===== config.mk =====
export PLATFORM = sky130hd
export DESIGN_NAME = dec_secded_32
export DESIGN_NICKNAME = d
export VERILOG_FILES = /design/src/rtl/enc_dec_pkg.sv /design/src/rtl/dec_syndrome_32.sv /design/src/rtl/dec_secded_32.sv
export SDC_FILE = /design/constraint.sdc
export NUM_CORES = 1
export LEC_CHECK = 0
export ABC_AREA = 1
export CAP_MARGIN = 20
export CORE_MARGIN = 2
export CORE_UTILIZATION = 53
export CTS_CLUSTER_DIAMETER = 150
export DETAILED_ROUTE_END_ITERATION = 8
export HOLD_SLACK_MARGIN = 0.06
export PLACE_DENSITY_LB_ADDON = 0.2
export SLEW_MARGIN = 20
export SYNTH_ARGS = -nofsm -noshare
export SYNTH_HDL_FRONTEND = slang
export SYNTH_SLANG_ARGS = --single-unit --ignore-timing --ignore-initial --compat-mode --unroll-limit 50000

===== constraint.sdc =====
create_clock -name clk -period 4.15 [get_ports clk]
set_input_delay 0.83 -clock clk [delete_from_list [all_inputs] [get_ports clk]]
set_output_delay 0.83 -clock clk [all_outputs]
set_load 0.1 [all_outputs]

===== src/rtl/enc_dec_pkg.sv =====
// Shared constants, codeword layout helpers and decode status type for the
// 32-bit extended-Hamming (SECDED) encode/decode path.
package enc_dec_pkg;

  localparam int CODE_W  = 32;
  localparam int DATA_W  = 26;
  localparam int SYN_W   = 5;
  localparam int N_CHECK = 5;

  localparam int CHECK_POS [N_CHECK] = '{1, 2, 4, 8, 16};

  typedef enum logic [1:0] {
    CLEAN = 2'd0,
    CORR  = 2'd1,
    UERR  = 2'd2
  } dec_status_e;

  function automatic logic is_check_pos(input int pos);
    logic hit;
    hit = 1'b0;
    for (int k = 0; k < N_CHECK; k++) begin
      if (CHECK_POS[k] == pos) hit = 1'b1;
    end
    return hit;
  endfunction

  // Data bits fill the non-check Hamming positions 1..31 in ascending order.
  function automatic int data_pos(input int idx);
    int cnt;
    int pos;
    cnt = 0;
    pos = 0;
    for (int p = 1; p < CODE_W; p++) begin
      if (!is_check_pos(p)) begin
        if (cnt == idx) pos = p;
        cnt++;
      end
    end
    return pos;
  endfunction

endpackage


===== src/rtl/dec_syndrome_32.sv =====
// Combinational syndrome and overall-parity generator for a 32-bit
// extended-Hamming codeword.
module dec_syndrome_32
  import enc_dec_pkg::*;
(
  input  logic [CODE_W-1:0] code_i,
  output logic [SYN_W-1:0]  syn_o,
  output logic              par_o
);

  always_comb begin
    syn_o = '0;
    for (int i = 1; i < CODE_W; i++) begin
      if (code_i[i]) syn_o = syn_o ^ SYN_W'(i);
    end
    par_o = ^code_i;
  end

endmodule


===== src/rtl/dec_secded_32.sv =====
// Two-stage pipelined SECDED decoder with global-stall valid/ready flow
// control and saturating corrected/uncorrectable error counters.
module dec_secded_32
  import enc_dec_pkg::*;
#(
  parameter int CNT_W = 16
) (
  input  logic              clk,
  input  logic              rst,
  input  logic              en,
  input  logic              in_valid,
  output logic              in_ready,
  input  logic [CODE_W-1:0] in_code,
  output logic              out_valid,
  input  logic              out_ready,
  output logic [DATA_W-1:0] out_data,
  output logic              out_corr,
  output logic              out_uerr,
  output logic [SYN_W-1:0]  out_pos,
  input  logic              cnt_clr,
  output logic [CNT_W-1:0]  corr_cnt,
  output logic [CNT_W-1:0]  uerr_cnt
);

  // Handshake: a transfer happens on a rising edge where valid & ready are
  // both high; a valid producer holds its payload until that edge.
  logic adv;
  logic hs;

  logic [SYN_W-1:0] syn_d;
  logic             par_d;

  logic              s1_valid_q;
  logic [CODE_W-1:0] s1_code_q;
  logic [SYN_W-1:0]  s1_syn_q;
  logic              s1_par_q;
  logic              s1_en_q;

  dec_status_e       status_d;
  logic [CODE_W-1:0] fixed_d;
  logic [DATA_W-1:0] data_d;
  logic              corr_d;
  logic              uerr_d;
  logic [SYN_W-1:0]  pos_d;

  logic              out_valid_q;
  logic [DATA_W-1:0] out_data_q;
  logic              out_corr_q;
  logic              out_uerr_q;
  logic [SYN_W-1:0]  out_pos_q;

  logic [CNT_W-1:0] corr_cnt_q, corr_cnt_d;
  logic [CNT_W-1:0] uerr_cnt_q, uerr_cnt_d;

  assign adv      = !out_valid_q || out_ready;
  assign in_ready = adv;
  assign hs       = out_valid_q && out_ready;

  dec_syndrome_32 u_syn (
    .code_i (in_code),
    .syn_o  (syn_d),
    .par_o  (par_d)
  );

  always_ff @(posedge clk or posedge rst) begin
    if (rst) begin
      s1_valid_q <= 1'b0;
      s1_code_q  <= '0;
      s1_syn_q   <= '0;
      s1_par_q   <= 1'b0;
      s1_en_q    <= 1'b0;
    end else if (adv) begin
      s1_valid_q <= in_valid;
      s1_code_q  <= in_code;
      s1_syn_q   <= syn_d;
      s1_par_q   <= par_d;
      s1_en_q    <= en;
    end
  end

  // S=0,P=1 is a flipped overall-parity bit: corrected, but no data bit moves.
  always_comb begin
    status_d = CLEAN;
    if (s1_en_q) begin
      if (s1_par_q)              status_d = CORR;
      else if (s1_syn_q != '0)   status_d = UERR;
    end
    fixed_d = s1_code_q;
    if (status_d == CORR && s1_syn_q != '0) begin
      fixed_d[s1_syn_q] = ~s1_code_q[s1_syn_q];
    end
    for (int d = 0; d < DATA_W; d++) begin
      data_d[d] = fixed_d[SYN_W'(data_pos(d))];
    end
    corr_d = (status_d == CORR);
    uerr_d = (status_d == UERR);
    pos_d  = corr_d ? s1_syn_q : '0;
  end

  always_ff @(posedge clk or posedge rst) begin
    if (rst) begin
      out_valid_q <= 1'b0;
      out_data_q  <= '0;
      out_corr_q  <= 1'b0;
      out_uerr_q  <= 1'b0;
      out_pos_q   <= '0;
    end else if (adv) begin
      out_valid_q <= s1_valid_q;
      out_data_q  <= data_d;
      out_corr_q  <= corr_d;
      out_uerr_q  <= uerr_d;
      out_pos_q   <= pos_d;
    end
  end

  // Clear has priority over a same-cycle increment.
  always_comb begin
    corr_cnt_d = corr_cnt_q;
    uerr_cnt_d = uerr_cnt_q;
    if (cnt_clr) begin
      corr_cnt_d = '0;
      uerr_cnt_d = '0;
    end else if (hs) begin
      if (out_corr_q && corr_cnt_q != '1) corr_cnt_d = corr_cnt_q + CNT_W'(1);
      if (out_uerr_q && uerr_cnt_q != '1) uerr_cnt_d = uerr_cnt_q + CNT_W'(1);
    end
  end

  always_ff @(posedge clk or posedge rst) begin
    if (rst) begin
      corr_cnt_q <= '0;
      uerr_cnt_q <= '0;
    end else begin
      corr_cnt_q <= corr_cnt_d;
      uerr_cnt_q <= uerr_cnt_d;
    end
  end

  assign out_valid = out_valid_q;
  assign out_data  = out_data_q;
  assign out_corr  = out_corr_q;
  assign out_uerr  = out_uerr_q;
  assign out_pos   = out_pos_q;
  assign corr_cnt  = corr_cnt_q;
  assign uerr_cnt  = uerr_cnt_q;

endmodule


==> out/results.txt <==
Outcome: complete, no violations
Nets: 954
Hold Fails Final Rpt: 0
Utilization after layout: 0.647
Dpl ws: 1.27 ns
GRT Util Overall: 0.251
Critical Path Source Type: flop
FP Rows: 38
Reg2reg start: corr_cnt[0]
Antenna-violating nets left: 0
Finish-stage setup viols: 0
Leak: 3.29 nW
CP arrival: 2.04 ns
Initial core utilization: 0.538
Syn Inst Count: 832
FF-to-FF path depth: 11
Initial antenna violation count: 0
# port buffers: 89
Worst R2R Setup Slack: 1.83 ns
Hold buffers post-CTS: 0
Min cycle time layout: 2.87 ns
Num Clock Sinks: 91
RSZ-0062 raised after global routing: false
Postcts setup bufs: 0
CTS tree: done
Routability Congestion: 0.876
Initial DRC count: 373
Yosys cell types: 36
DP Area: 6710 um2
CTS Buf Count: 9
Skew final: 0.0111 ns
Worst-path clk slew: 0.09 ns
DIE AREA: 11700 um2
H-Tree Depth: 3
Placeable Area: 10700 um2
Hold_ws: 0.457 ns
Pins Over Slew Limit: 0
Hold Path Depth: 2
Wirelength per Cell: 13.1 um
Hold path endpoint: out_valid
Worst reg2reg endpoint: corr_cnt[0]
Worst min-delay path class: reg -> reg
Die W: 108 um
CP required: 3.32 ns
Inst Count DP: 1043
Origin of the worst min-delay path: s1_valid_q
Max cap viols: 0
Slew @ Worst Pin: 0.981 ns
Setup Crit Path Kind: reg -> out
Root Buffer: clkbuf_8
Synth Register Bits: 91
Seq/Total Area, Yosys: 0.396
Drt via density: 5.13
Critical path cell sequence: clkdlybuf4s50_1
Vias: 5426
Post-CTS resize count: 0
Vias in the first global route: 4990
First-pass DRT Iterations: 5
CP endpoint kind: primary output
Area delta synth->final: 20.4%
Residual DRC count: 0
Commonest non-fill, non-tap cell in the layout: nand2_1
Avg Cell Area, Syn: 6.91 um2
Synthesized cell area: 5750 um2
Clk buf depth: 2
Worst vdd rail ir drop: 0.280 mV
Antenna diodes: 0
Fin Setup TNS: 0 ns
Bufs and invs on worst path: 1
Post-DP HPWL: 10.4 mm
First-pass GRT wire length: 23.2 mm
Top delay family on crit path: buffers and inverters
Die height: 108 um
Clk_lat worst skew: 0.37 ns
Slew Limit Headroom: 0.344
Critical path's largest stage delay: 1.19 ns
Crit-path max FO: 7
Fin worst setup slack: 1.28 ns
CP max stage cell: clkdlybuf4s50_1
Total power: 3.04 mW
Final period util: 0.693
GR Overflow Total: 0
Final WL: 13.9 mm
Max Fclk: 0.348 GHz
Non-filler cells, final: 1057
Pwr/cell area: 439 nW/um2
Layout cells sized above 1: 0.0513
Io pins: 105
Synth Warn #: 0
Finished layout cell area: 6920 um2
Most frequent cells in the layout: 300 x nand2_1, 102 x nor2_1, 91 x dfrtp_1, 88 x clkdlybuf4s50_1, 76 x inv_1
Largest net degree at the start of global routing: 92
-- cell families after synthesis --
kind of cell / after synthesis / synth area share
other: 1 / 0.000652
buffers and inverters: 117 / 0.0923
AO/OA/AOI/OAI: 72 / 0.0744
flip-flops: 91 / 0.396
adder cells (fa/ha/maj): 2 / 0.00435
XOR/XNOR: 50 / 0.0762
AND/OR/NAND/NOR: 499 / 0.356
-- how the worst max path moves through the flow --
stage / startpoint / to / cells after the start
2_1_floorplan: rst / corr_cnt[0] / 1
3_3_place_gp: cnt_clr / corr_cnt[15] / 8
3_5_place_dp: cnt_clr / corr_cnt[15] / 8
4_1_cts: corr_cnt[9] / corr_cnt[9] / 1
5_1_grt: corr_cnt[9] / corr_cnt[9] / 1
6_report: corr_cnt[9] / corr_cnt[9] / 1
-- power by group --
group          total [mW]  switching, mW  internal (mW)
logic                1.27          0.945          0.323
registers            1.10          0.101           1.00
clock network       0.669          0.302          0.366
-- worst register-to-register path, stage by stage (launching register included) --
cell and delay (ns):
dfrtp_1 0.46, ha_1 0.30, inv_1 0.10, nor2_4 0.17
nand3_1 0.09, nor3_1 0.21, nand4_1 0.12, nand2_1 0.09
nand2_2 0.29, clkinv_1 0.28, nand2_1 0.08, nand2_1 0.07
-- flip-flops by register name (all words and copies together) (netlist names) --
signal	cells
out_data	11
s1_valid_q	1
out_pos	5
corr_cnt	16
out_corr	1
out_valid	1
s1_syn_q	5
s1_en_q	1
uerr_cnt	16
s1_par_q	1
out_uerr	1
s1_code_q	32
-- layer usage --
metal	routed length (um)	track usage
met4	304	0.103
met1	6130	0.329
met5	0	0
met2	6680	0.424
met3	751	0.0283
-- area by class of cell --
| type | count | area [um2] |
|---|---|---|
| flip-flops and latches | 91 | 2280 |
| clock inverters | 2 | 60.1 |
| well taps | 140 | 175 |
| clock buffers | 12 | 155 |
| fillers | 985 | 3770 |
| inverters | 80 | 302 |
| repair buffers | 94 | 951 |
| multi-input cells | 638 | 3000 |
-- synth_stat cells --
library cell | number | area [um2]
a21oi_1 | 5 | 25.0
ha_1 | 2 | 25.0
buf_4 | 18 | 135
o21ai_2 | 10 | 87.6
inv_1 | 77 | 289
nor3_4 | 1 | 16.3
nand3b_1 | 1 | 7.51
nand3_1 | 54 | 270
dfrtp_1 | 91 | 2280
inv_2 | 2 | 7.51
nand2_1 | 300 | 1130
or2_2 | 1 | 6.26
buf_6 | 3 | 33.8
nor2_4 | 1 | 11.3
nor3_2 | 1 | 10.0
nand3_2 | 1 | 10.0
buf_1 | 1 | 3.75
nor2_1 | 103 | 387
buf_2 | 1 | 5.00
o21ai_1 | 1 | 5.00
o22ai_1 | 4 | 25.0
o21bai_1 | 1 | 7.51
nor2_2 | 1 | 6.26
xor2_1 | 24 | 210
o21ai_4 | 1 | 16.3
clkbuf_1 | 14 | 52.6
a21oi_2 | 1 | 8.76
nor4_1 | 2 | 12.5
nor3_1 | 17 | 85.1
clkinv_1 | 1 | 3.75
o21ai_0 | 46 | 230
o31ai_1 | 3 | 22.5
nand4_1 | 10 | 62.6
conb_1 | 1 | 3.75
nand2_2 | 6 | 37.5
xnor2_1 | 26 | 228
No activity file was read; power rests on OpenSTA's default activity.
==> variant (same flow settings) <==
Set the parameter `CNT_W` to 24 (it was 16).
--- a/src/rtl/dec_secded_32.sv
+++ b/src/rtl/dec_secded_32.sv
@@ -3,7 +3,7 @@
 module dec_secded_32
   import enc_dec_pkg::*;
 #(
-  parameter int CNT_W = 16
+  parameter int CNT_W = 24
 ) (
   input  logic              clk,
   input  logic              rst,
Ports: changed (resized corr_cnt and uerr_cnt); port bits go from 105 to 121. The function was not compared with the original's and may differ.
==> variant against the unedited design <==
- register-to-register slack lost 0.12 ns
- setup slack improved by 0.0087 ns
- critical path depth did not move
- sequential cell count rose by 16
- area after synthesis up 26%
- via count up 31%
- final area rose by 25%
- power is 2.0% higher
- critical endpoint is now corr_cnt[19]
- utilization grew 0.26 points
- global-route usage grew 1.1 points
- wire length increased by 30%
==> variant: results (changes against the unedited design) <==
[die]
start_util_pct=54.3  ; +0.58 points

[timing]
slew_headroom_pct=30.8  ; -3.5 points
fin_worst_hold_slack_ns=0.459  ; +0.00164 ns
fin_worst_skew_ns=0.00896  ; -0.00215 ns
max_freq_mhz=349  ; +0.30%

[critical_path]
r2r_slack_ns=1.71  ; -0.12 ns
critical-path-top-delay-family=buffers and inverters
rr_worst_depth=11  ; unchanged
reg2reg_from=s1_syn_q[0]
r2r_end=out_data[10]
critical-path-max-stage-delay_ns=1.19  ; about the same
cp_slowest_cell=clkdlybuf4s50_1
critical_path.max_fanout=7  ; unchanged

[clock_tree]
clock_latency_ns=0.36
post_cts_buffers=0  ; unchanged
cts_root_buf=clkbuf_16
htreeDepth=3  ; unchanged
clock_tree.buffer_depth=2  ; unchanged
cts_made_buffers=9  ; unchanged
post_cts_resized=0  ; unchanged
clkTransAtPathRegs_ns=0.07  ; -0.02 ns

[synth]
ys_warn_count=0  ; unchanged
async_reset_ff_share_pct=100  ; unchanged
synth_cell_types=40  ; +11%
seq_area_frac_synth_pct=37.1  ; -2.5 points
synth_common_cells=443 x nand2_1, 130 x nor2_1, 107 x dfrtp_1
synth_flop_cell=dfrtp_1
synth.area.top_cells=dfrtp_1 37%, nand2_1 23%, nor2_1 6.8%

[routing]
num_vias=7096  ; +31%
routed_wl_mm=18.1  ; +30%
drtIter0Drc=520  ; +39%
dr.pass1.iters=5  ; unchanged

[placed_design]
place_ws_ns=1.43  ; +0.161 ns
gp_routability_congestion=0.894  ; +2.1%
place_hpwl_mm=13.4  ; +29%
io_buffers=105  ; +18%

[pwr]
ir_worst_vdd_v=0.000255  ; -9.0%
leakagePower_nw=4.22  ; +28%

[run_status]
run_status=finished, final reports clean

[global_route]
track_usage_pct=26.1  ; +1.1 points
grt_max_degree=83  ; -9.8%
grt_antenna_before_repair=0  ; unchanged
grt_pass1_vias=6608  ; +32%
grt_pass1_wl_mm=30.7  ; +32%

[cells_and_area]
antenna_cells=0  ; unchanged
largest-register=s1_code_q
n_fill_cell=1257  ; +28%
drive_gt1_share_pct=4.35  ; -0.78 points
largest_reg_flops=32  ; unchanged
final_nets=1232  ; +29%

[hold_path]
whs_endpoint=out_valid
hold_class=flip-flop to flip-flop
min_path_cells=2  ; unchanged
min_from=s1_valid_q

-- variant: area by class of cell --
cell class	instances	area, um^2	area share [%]
clock buffer	10	229	2.65
clock inverter	5	55.1	0.637
inverter	109	417	4.82
multi-input combinational	854	3920	45.4
sequential	107	2680	31.0
tap	176	220	2.55
timing repair buffer	111	1120	12.9
-- variant: kinds of logic (layout without fill, tap and decap cells) --
| logic type | after synthesis | after routing | synth area share, % |
|---|---|---|---|
| adders and majority gates | 2 | 2 | 0.346 |
| DFF | 107 | 107 | 37.1 |
| other | 1 | 15 | 0.0519 |
| xor gates and xnor gates | 48 | 48 | 5.82 |
| and+or+nand+nor | 714 | 714 | 41.4 |
| AOI/OAI and AO/OA | 75 | 75 | 5.87 |
| buffers and inverters | 155 | 235 | 9.49 |
-- variant: routing by layer --
layer | share of wire [%] | vias to the layer above | track usage, % | routed length [um]
li1 | - | 3596 | - | -
met1 | 45 | 3249 | 34.4 | 8180
met2 | 48 | 218 | 43.8 | 8610
met3 | 4.5 | 33 | 2.64 | 819
met4 | 2.6 | 0 | 11.4 | 476
met5 | 0 | - | 0 | 0
-- variant: report_power, final --
group / switching (W) / internal (W) / total (W)
Sequential: 0.0000888 / 0.00113 / 0.00122
Combinational: 0.000755 / 0.000267 / 0.00102
Clock: 0.000391 / 0.000463 / 0.000854
-- variant: stage by stage --
step | instance area, um^2 | std cells | util (%) | total power (W)
2_1_floorplan | 7280 | 1116 | - | 0.00201
3_3_place_gp | 8350 | 1357 | 62.8 | 0.00224
3_5_place_dp | 8350 | 1357 | 62.8 | 0.00226
4_1_cts | 8640 | 1372 | 65.0 | 0.00311
5_1_grt | 8640 | 1372 | 65.0 | 0.00326
6_report | 8640 | 1372 | 65.0 | 0.00310
-- variant: worst max path at each step --
stage / from / to / depth (start not counted)
floorplan: rst / corr_cnt[0] / 1
global placement: out_ready / in_ready / 4
detailed placement: cnt_clr / corr_cnt[20] / 6
CTS: uerr_cnt[16] / uerr_cnt[16] / 1
global route: uerr_cnt[16] / uerr_cnt[16] / 1
finish: corr_cnt[19] / corr_cnt[19] / 1
